### config.mk
export PLATFORM = sky130hd
export DESIGN_NAME = obi_arbiter
export DESIGN_NICKNAME = d
export VERILOG_FILES = /design/src/rtl/obi_arbiter_pkg.sv /design/src/rtl/obi_id_fifo.sv /design/src/rtl/obi_arbiter.sv
export SDC_FILE = /design/constraint.sdc
export NUM_CORES = 1
export LEC_CHECK = 0
export BUFFER_PORTS_ARGS = -buffer_cell sky130_fd_sc_hd__buf_2
export CAP_MARGIN = 5
export CORE_AREA = 2 2 107 109
export CTS_BUF_LIST = sky130_fd_sc_hd__clkbuf_2
export CTS_CLUSTER_DIAMETER = 30
export CTS_CLUSTER_SIZE = 30
export DETAILED_ROUTE_END_ITERATION = 8
export DIE_AREA = 0 0 109 111
export GPL_TIMING_DRIVEN = 0
export PLACE_DENSITY_LB_ADDON = 0.12
export RECOVER_POWER = 50
export SLEW_MARGIN = 20
export SYNTH_ARGS = -nofsm -noshare
export SYNTH_HDL_FRONTEND = slang
export SYNTH_SLANG_ARGS = --single-unit
### constraint.sdc
create_clock -name clk_i -period 2.1 [get_ports clk_i]
set_input_delay 0 -clock clk_i [delete_from_list [all_inputs] [get_ports clk_i]]
set_output_delay 0 -clock clk_i [all_outputs]
set_load 0.01 [all_outputs]
### src/rtl/obi_arbiter_pkg.sv
// Shared types for the two-master OBI arbiter.
// Master IDs, arbiter states and the default outstanding depth.
package obi_arbiter_pkg;

    typedef enum logic {
        INSTR = 1'b0,
        DATA  = 1'b1
    } master_id_e;

    typedef enum logic {
        ST_IDLE   = 1'b0,
        ST_LOCKED = 1'b1
    } state_e;

    localparam int unsigned DEFAULT_MAX_OUTSTANDING = 2;

endpackage

### src/rtl/obi_id_fifo.sv
// Response-ID FIFO: remembers which master owns each accepted request.
// Depth-limited 1-bit queue with push, pop, full, empty and count.
module obi_id_fifo
    import obi_arbiter_pkg::*;
#(
    parameter int unsigned DEPTH = DEFAULT_MAX_OUTSTANDING,
    localparam int unsigned PW = (DEPTH > 1) ? $clog2(DEPTH) : 1,
    localparam int unsigned CW = $clog2(DEPTH + 1)
) (
    input  logic          clk_i,
    input  logic          rst_ni,
    input  logic          push_i,
    input  master_id_e    id_i,
    input  logic          pop_i,
    output master_id_e    head_o,
    output logic          full_o,
    output logic          empty_o,
    output logic [CW-1:0] count_o
);

    master_id_e    mem_q [DEPTH];
    logic [PW-1:0] wr_ptr_q, wr_ptr_d;
    logic [PW-1:0] rd_ptr_q, rd_ptr_d;
    logic [CW-1:0] count_q, count_d;
    logic          do_push;
    logic          do_pop;

    assign full_o  = (count_q == CW'(DEPTH));
    assign empty_o = (count_q == '0);
    assign count_o = count_q;
    assign head_o  = mem_q[rd_ptr_q];

    assign do_push = push_i && !full_o;
    assign do_pop  = pop_i && !empty_o;

    always_comb begin
        wr_ptr_d = wr_ptr_q;
        rd_ptr_d = rd_ptr_q;
        count_d  = count_q;
        if (do_push) begin
            wr_ptr_d = (wr_ptr_q == PW'(DEPTH - 1)) ? '0 : wr_ptr_q + 1'b1;
        end
        if (do_pop) begin
            rd_ptr_d = (rd_ptr_q == PW'(DEPTH - 1)) ? '0 : rd_ptr_q + 1'b1;
        end
        if (do_push && !do_pop) begin
            count_d = count_q + CW'(1);
        end else if (do_pop && !do_push) begin
            count_d = count_q - CW'(1);
        end
    end

    always_ff @(posedge clk_i or negedge rst_ni) begin
        if (!rst_ni) begin
            wr_ptr_q <= '0;
            rd_ptr_q <= '0;
            count_q  <= '0;
            for (int i = 0; i < int'(DEPTH); i++) begin
                mem_q[i] <= INSTR;
            end
        end else begin
            wr_ptr_q <= wr_ptr_d;
            rd_ptr_q <= rd_ptr_d;
            count_q  <= count_d;
            if (do_push) begin
                mem_q[wr_ptr_q] <= id_i;
            end
        end
    end

endmodule

### src/rtl/obi_arbiter.sv
// Two-master (instr/data) OBI arbiter onto one shared memory port.
// Round-robin on ties, winner frozen while the memory stalls a request.
module obi_arbiter
    import obi_arbiter_pkg::*;
#(
    parameter int unsigned MAX_OUTSTANDING = DEFAULT_MAX_OUTSTANDING,
    parameter int unsigned ADDR_W          = 32
) (
    input  logic              clk_i,
    input  logic              rst_ni,
    input  logic              instr_req_i,
    output logic              instr_gnt_o,
    output logic              instr_rvalid_o,
    input  logic [ADDR_W-1:0] instr_addr_i,
    output logic [31:0]       instr_rdata_o,
    input  logic              data_req_i,
    input  logic              data_we_i,
    output logic              data_gnt_o,
    output logic              data_rvalid_o,
    input  logic [3:0]        data_be_i,
    input  logic [ADDR_W-1:0] data_addr_i,
    input  logic [31:0]       data_wdata_i,
    output logic [31:0]       data_rdata_o,
    output logic              mem_req_o,
    output logic              mem_we_o,
    input  logic              mem_gnt_i,
    input  logic              mem_rvalid_i,
    output logic [3:0]        mem_be_o,
    output logic [ADDR_W-1:0] mem_addr_o,
    output logic [31:0]       mem_wdata_o,
    input  logic [31:0]       mem_rdata_i,
    output logic              err_o
);

    localparam int unsigned CW = $clog2(MAX_OUTSTANDING + 1);

    state_e        state_q, state_d;
    master_id_e    win_q, win_d;
    master_id_e    last_q, last_d;
    logic          err_q, err_d;
    master_id_e    win;
    master_id_e    head;
    logic          win_req;
    logic          accept;
    logic          pop;
    logic          fifo_empty;
    logic          unused_full;
    logic [CW-1:0] fifo_cnt;

    obi_id_fifo #(
        .DEPTH (MAX_OUTSTANDING)
    ) u_id_fifo (
        .clk_i   (clk_i),
        .rst_ni  (rst_ni),
        .push_i  (accept),
        .id_i    (win),
        .pop_i   (pop),
        .head_o  (head),
        .full_o  (unused_full),
        .empty_o (fifo_empty),
        .count_o (fifo_cnt)
    );

    always_ff @(posedge clk_i or negedge rst_ni) begin
        if (!rst_ni) begin
            state_q <= ST_IDLE;
            win_q   <= INSTR;
            last_q  <= DATA;
            err_q   <= 1'b0;
        end else begin
            state_q <= state_d;
            win_q   <= win_d;
            last_q  <= last_d;
            err_q   <= err_d;
        end
    end

    // Winner depends only on state and requests, never on mem_gnt_i.
    always_comb begin
        win = INSTR;
        if (state_q == ST_LOCKED) begin
            win = win_q;
        end else if (instr_req_i && data_req_i) begin
            win = (last_q == INSTR) ? DATA : INSTR;
        end else if (data_req_i) begin
            win = DATA;
        end
    end

    assign win_req = (win == INSTR) ? instr_req_i : data_req_i;
    assign accept  = mem_req_o && mem_gnt_i;
    assign pop     = mem_rvalid_i && !fifo_empty;

    always_comb begin
        state_d = ST_IDLE;
        if (mem_req_o && !mem_gnt_i) begin
            state_d = ST_LOCKED;
        end
        win_d  = win;
        last_d = accept ? win : last_q;
        err_d  = err_q || (mem_rvalid_i && fifo_empty);
    end

    always_comb begin
        mem_req_o = rst_ni && win_req && (fifo_cnt < CW'(MAX_OUTSTANDING));
        instr_gnt_o    = accept && (win == INSTR);
        data_gnt_o     = accept && (win == DATA);
        instr_rvalid_o = pop && (head == INSTR);
        data_rvalid_o  = pop && (head == DATA);
        instr_rdata_o  = mem_rdata_i;
        data_rdata_o   = mem_rdata_i;
        err_o          = err_q;
        if (win == INSTR) begin
            mem_addr_o  = instr_addr_i;
            mem_we_o    = 1'b0;
            mem_be_o    = 4'hF;
            mem_wdata_o = '0;
        end else begin
            mem_addr_o  = data_addr_i;
            mem_we_o    = data_we_i;
            mem_be_o    = data_be_i;
            mem_wdata_o = data_wdata_i;
        end
    end

endmodule

==> results of run 1 <==
-- what timing repair did --
action,4_1_cts,5_1_grt
hold buffers,3,0
gates resized for setup,0,0
endpoints found under the hold margin,12,0
-- where the power goes --
part	switching (uW)	internal (uW)
logic	603	692
clock network	70.3	50.6
registers	63.5	278
-- layout make-up --
cell class | instances | area, um2 | share of cell area (%)
buffer | 72 | 544.3 | 17.62
clock buffer | 4 | 20.02 | 0.6480
inverter | 3 | 11.26 | 0.3645
multi-input combinational | 98 | 908.4 | 29.40
sequential | 10 | 251.5 | 8.141
tap | 143 | 178.9 | 5.792
timing repair buffer | 248 | 1175 | 38.03
-- worst reg2reg max path, cell delays in order (launching register included) --
cell	delay [ns]
dfrtp_1	0.41
mux2i_1	0.18
a211oi_4	0.45
ha_1	0.24
xor2_1	0.15
nor2_1	0.06
xor2_1	0.13
-- cell usage in the layout, fill, tap and decap left out, types with 2 or more instances in the layout --
master	synthesis	layout
clkbuf_2	0	4
a31oi_1	2	2
or2_2	4	4
nor2_1	5	5
dfrtp_1	9	9
inv_1	3	3
xor2_1	2	2
buf_4	64	64
nor2b_1	36	36
buf_6	4	4
mux2_2	4	4
a21oi_1	2	2
buf_2	3	183
xnor2_1	3	3
mux2_4	28	28
dlygate4sd3_1	0	3
clkbuf_1	1	66
mux2i_1	3	3
-- state kept, by name, indices dropped and copies added (netlist names) --
signal	count
err_o	1
last_q	1
state_q	1
u_id_fifo.count_o	2
u_id_fifo.mem_q	2
u_id_fifo.rd_ptr_q	1
u_id_fifo.wr_ptr_q	1
win_q	1
-- path summary, 6_finish.rpt --
kind	end	cells past startpoint	startpoint	slack [ns]
setup reg to reg	u_id_fifo.count_o[1]	6	win_q	0.36
hold / removal	win_q	2	rst_ni	0.13
min in group clk_i	instr_rdata_o[15]	2	mem_rdata_i[15]	0.21
max in group asynchronous	last_q	2	rst_ni	1.69
hold reg to reg	err_o	1	err_o	0.47
setup / recovery	mem_addr_o[10]	6	last_q	0.21
-- through the flow --
stage                     utilization, %  cell area (um2)
after floorplan                        -             1715
after global placement             28.17             3120
after detailed placement           28.17             3120
after CTS                          28.62             3171
after global routing               27.89             3089
final                              27.89             3089
-- logic make-up (layout without fill, tap and decap cells) --
family / after synthesis / count (layout)
AO/OA/AOI/OAI: 10 / 10
multiplexers: 35 / 35
flip-flops: 10 / 10
buffers and inverters: 75 / 327
XOR/XNOR: 5 / 5
adder cells (fa/ha/maj): 1 / 1
AND/OR/NAND/NOR: 47 / 47
-- per-layer routing --
| metal | vias to the layer above | track usage, % | wire, um |
|---|---|---|---|
| met5 | - | 0 | 0 |
| met4 | 0 | 1.966 | 66 |
| met3 | 6 | 1.411 | 662 |
| met2 | 105 | 20.08 | 3752 |
| met1 | 882 | 10.36 | 2391 |
| li1 | 1029 | - | - |
==> metrics.txt, run 1 <==
outcome finished clean; Max Cap Viol 0; placed insts 571; Cell variety after synth 26; crit-path max FO 10; layout overhead on the synthesized area 80.09%; sum of internal, switching and leakage power 1757 uW; Clock Tree Root clkbuf_2; synthesized cell area 1715 um2; number of endpoints failing setup at the final stage 0; effective utilization at floorplan between 10% and 20%; adder-cell area share of the yosys netlist less than 1%; aggregate negative setup slack 0 ns; initial drt markers 41; remaining design rule violation count 0; worst slack, placed 0.3498 ns; critical path arrival ~1.9 ns; endpoint required time on the critical path roughly 2.1 ns; clock latency on the worst-skew pair 0.26 ns; cell type with the largest total area after synthesis buf_4; via count roughly 2,000; count of port buffers added during placement 245; worst hold-check slack 0.1287 ns; Mapped Cells roughly 180; cell class contributing the biggest share of worst-path delay flip-flops; element type at the critical path start flip-flop; number of pins exceeding their max-slew limit in the final report 0; number of nets in the layout 576; fraction of synthesized cell area taken by the top area cell type 28.01%; share of layout cells above drive strength 1 between 60% and 70%; Slew HR between 60% and 70%; Primary FF master, synth dfrtp_1; clock input transition at the sequential cells of the worst setup and hold paths 0.11 ns; vias per std cell ~3.5; number of buffers inserted during clock tree synthesis 3; final instance count without filler cells 578; final setup slack of the worst path 0.2075 ns; critical path class reg2out; dominant cell type by count on the critical path buf_6; post-layout min period 1.893 ns; gr usage total 9.892%; final routed wirelength across all metal layers 6.873 mm; drt pass-1 iters 2; series of cell instances along the critical path a21boi_1 > mux2i_1 > buf_6 > buf_6 > mux2_4 > buf_2; antenna violations before repair 0; first-pass GRT wire length 9.515 mm; fillcell total around 1,200; main combinational cell family by area after synthesis buffers and inverters; RSZ-0062 raised after global routing false; leakage power total between 0.0015 and 0.002 uW; number of endpoints with negative hold slack in the final report 0; maximum level of the CTS H-tree 1; buffers inserted by post-CTS timing repair 0; die span in x 109 um; HPWL after detailed placement about 6 mm; peak clock frequency supported by timing 0.5284 GHz; CTS tree yes; register area share after synthesis 14.66%; most frequently used cell type in the post-synthesis netlist buf_4; EDFF count, synth 0; hold crit path type in2async; Slowest cell on crit path dfstp_2; Die Height approximately 110 um; Remaining Overflow, GRT 0; diodes inserted 0; element type at the critical path end primary output; largest net degree at the start of global routing 13; GP Congestion 0.7283; number of nets with antenna violations after detailed routing 0; IR drop worst, VDD about 0.34 mV; mean instance size in the synthesized netlist 9.374 um2; share of cell area taken by muxes after synthesis approximately 29%; Top-Level Pins 278; most frequent cells after synthesis 64 x buf_4, 36 x nor2b_1, 28 x mux2_4; maximum clock insertion buffer count 2; async set-reset flop share out of synthesis 100.0%; Area contributors post-synth buf_4 28%, mux2_4 25%, dfrtp_1 13%; transition time at the pin with the least slew margin approximately 0.58 ns; synthesis warning total 0; TritonCTS Sinks 10; post-route fraction of the period consumed by the critical path 90.12%; WP buf/inv 3; basic-gate share of the synthesized area counting and, or, nand and nor cells 16.27%; vias in the first global route 1,846; routed wire length per instance 11.89 um; compound-cell area share of the yosys netlist under 10%; full die area between 10,000 and 15,000 um2; standard-cell row count 39; #FFs+latches synth 10; Core ar. 11,080 um2; Post-Synthesis Net Count 323; synthesized-area fraction occupied by xor and xnor cells ~2.6%; delay contributed by the slowest stage of the critical path 0.54 ns; Pwr Density 568.7 nW/um2; worst setup skew after layout 0.007717 ns
Power figures use the tool's default switching activity.
==> run 2: changes to the inputs <==
--- a/config.mk
+++ b/config.mk
@@ -10,7 +10,7 @@
 export CORE_AREA = 2 2 107 109
 export CTS_BUF_LIST = sky130_fd_sc_hd__clkbuf_2
 export CTS_CLUSTER_DIAMETER = 30
-export CTS_CLUSTER_SIZE = 30
+export CTS_CLUSTER_SIZE = 20
 export DETAILED_ROUTE_END_ITERATION = 8
 export DIE_AREA = 0 0 109 111
 export GPL_TIMING_DRIVEN = 0
==> constraint.sdc (replaced) <==
create_clock -name clk_i -period 1.86 [get_ports clk_i]
set_input_delay 0 -clock clk_i [delete_from_list [all_inputs] [get_ports clk_i]]
set_output_delay 0 -clock clk_i [all_outputs]
set_load 0.01 [all_outputs]
==> metrics.txt, run 2 (synthesis results as in run 1) <==
Core Util, Final 30.72% (+2.8 points); diodes inserted 0 (unchanged); post-layout min period 1.853 ns; initial drt markers 40 (-2.4%); layer carrying the most global-route usage met2; CTS tree yes; Max Cap Viol 0 (unchanged); fillcell total 1,221 (-1.7%); WP buf/inv 3 (unchanged); number of endpoints with negative hold slack in the final report 0 (unchanged); number of endpoints failing setup at the final stage 0 (unchanged); worst setup skew after layout 0.004148 ns (-0.003569 ns); Die Height 111 um (unchanged); GP Congestion 0.7283 (unchanged); global routing met2 resource utilization 20.54% (+0.46 points); HPWL after detailed placement 6.174 mm (unchanged); number of pins exceeding their max-slew limit in the final report 0 (unchanged); transition time at the pin with the least slew margin 0.4941 ns (-0.08509 ns); count of port buffers added during placement 245 (unchanged); crit-path max FO 10 (unchanged); final routed wirelength across all metal layers 7.137 mm (+3.8%); vias in the first global route 1,871 (+1.4%); antenna violations before repair 0 (unchanged); endpoint required time on the critical path 1.86 ns (-0.24 ns); element type at the critical path start flip-flop; critical path class reg2out; series of cell instances along the critical path a21boi_1 > mux2i_1 > buf_6 > buf_12 > mux2_4 > buf_2; Slowest cell on crit path dfstp_2; remaining design rule violation count 0 (unchanged); RSZ-0062 raised after global routing true; final instance count without filler cells 584 (+1.0%); Remaining Overflow, GRT 0 (unchanged); cell class contributing the biggest share of worst-path delay flip-flops; commonest cells after routing, fill and taps aside 153 x buf_2, 68 x buf_4, 61 x clkbuf_1; clock latency on the worst-skew pair 0.26 ns (about the same); largest net degree at the start of global routing 11 (-2); placed insts 571 (unchanged); effective utilization at floorplan 15.49% (unchanged); critical path arrival 1.85 ns (-0.04 ns); share of layout cells above drive strength 1 68.93% (+1.6 points); Top-Level Pins 278 (unchanged); clock input transition at the sequential cells of the worst setup and hold paths 0.11 ns (about the same); drt pass-1 iters 4 (+2); outcome finished clean; via count 2,078 (+2.8%); IR drop worst, VDD 0.3825 mV (+14%); maximum clock insertion buffer count 2 (unchanged); Core ar. 11,080 um2 (unchanged); peak clock frequency supported by timing 0.5396 GHz; delay contributed by the slowest stage of the critical path 0.54 ns (about the same); maximum level of the CTS H-tree 1 (unchanged); sum of internal, switching and leakage power 2281 uW (+30%); most frequent standard cell in the layout excluding fill and tap cells buf_2; met1 track demand over resource in global routing 10.29% (-0.072 points); layout overhead on the synthesized area 98.40%; element type at the critical path end primary output; TritonCTS Sinks 10 (unchanged); vias per std cell 3.558 (+1.7%); number of nets with antenna violations after detailed routing 0 (unchanged); hold crit path type in2reg; number of buffers inserted during clock tree synthesis 3 (unchanged); leakage power total 0.001879 uW (+8.3%); die span in x 109 um (unchanged); Slew HR 66.95% (+6.0 points); met3 usage in global routing 1.411% (unchanged); Pwr Density 670.2 nW/um2 (+18%); routed wire length per instance 12.22 um (+2.8%); gr usage total 10.00% (+0.11 points); Clock Tree Root clkbuf_2; aggregate negative setup slack 0 ns (unchanged); full die area 12,100 um2 (unchanged); number of nets in the layout 582 (+1.0%); first-pass GRT wire length 9.639 mm (+1.3%); standard-cell row count 39 (unchanged); post-route fraction of the period consumed by the critical path 99.63%
-- run 2: cell types whose count changed in the layout (fill, tap and decap cells not counted), moves of 3 or more --
cell and delta:
buf_6 +33, buf_2 -30, clkbuf_1 -5, buf_4 +4, mux2_2 -4, mux2_4 +4, buf_12 +3
-- run 2: worst paths after layout --
kind | start | end | slack, ns | cells after the start
setup / recovery | last_q | mem_addr_o[8] | 0.007 | 6
hold / removal | rst_ni | state_q | 0.09 | 4
setup reg to reg | u_id_fifo.count_o[1] | u_id_fifo.count_o[1] | 0.32 | 6
hold reg to reg | err_o | err_o | 0.47 | 1
max in group asynchronous | rst_ni | last_q | 1.26 | 2
min in group asynchronous | rst_ni | win_q | 0.25 | 2
-- run 2: layout make-up --
type | count | area [um2] | area share [%]
Clock buffer | 4 | 20.02 | 0.5882
Inverter | 3 | 11.26 | 0.3309
Buffer | 72 | 589.3 | 17.32
Multi-Input combinational cell | 98 | 925.9 | 27.21
Timing Repair Buffer | 254 | 1426 | 41.91
Tap cell | 143 | 178.9 | 5.257
Sequential cell | 10 | 251.5 | 7.390
-- run 2: worst reg2reg max path: cells and delay by family, from the launching register on --
family / cells / cell delay [ns]
flip-flops: 1 / 0.44
AO/OA/AOI/OAI: 2 / 0.45
AND/OR/NAND/NOR: 1 / 0.06
XOR/XNOR: 2 / 0.28
adder cells (fa/ha/maj): 1 / 0.21
-- run 2: per-stage QoR --
step	hold WS (ns)	setup WS [ns]	area, um2
after floorplan	-0.2956	0.2842	1715
after global placement	-0.1063	0.1183	3120
after detailed placement	-0.1077	0.1098	3120
after CTS	0.09003	-0.01235	3202
after global routing	0.09885	-0.1144	3403
final	0.09282	0.006870	3403
-- run 2: per-layer routing --
metal,up-vias,wire length [um]
li1,1041,-
met1,927,2427
met2,104,3999
met3,6,643
met4,0,66
met5,-,0
-- run 2: where the power goes --
group	internal (uW)	switching [uW]	leakage, uW	total (uW)
sequential	314	74.0	0.000115	388
clock	57.1	81.3	0.0000166	138
combinational	1020	736	0.00175	1750
-- run 2: what timing repair did --
action | in CTS | in global routing
buffers inserted | 2 | 4
cloned | 0 | 0
gates resized for setup | 4 | 53
hold buffers | 3 | 0
setup endpoints to repair | 28 | 67
hold endpoints to repair | 12 | 0
pin swaps | 0 | 1
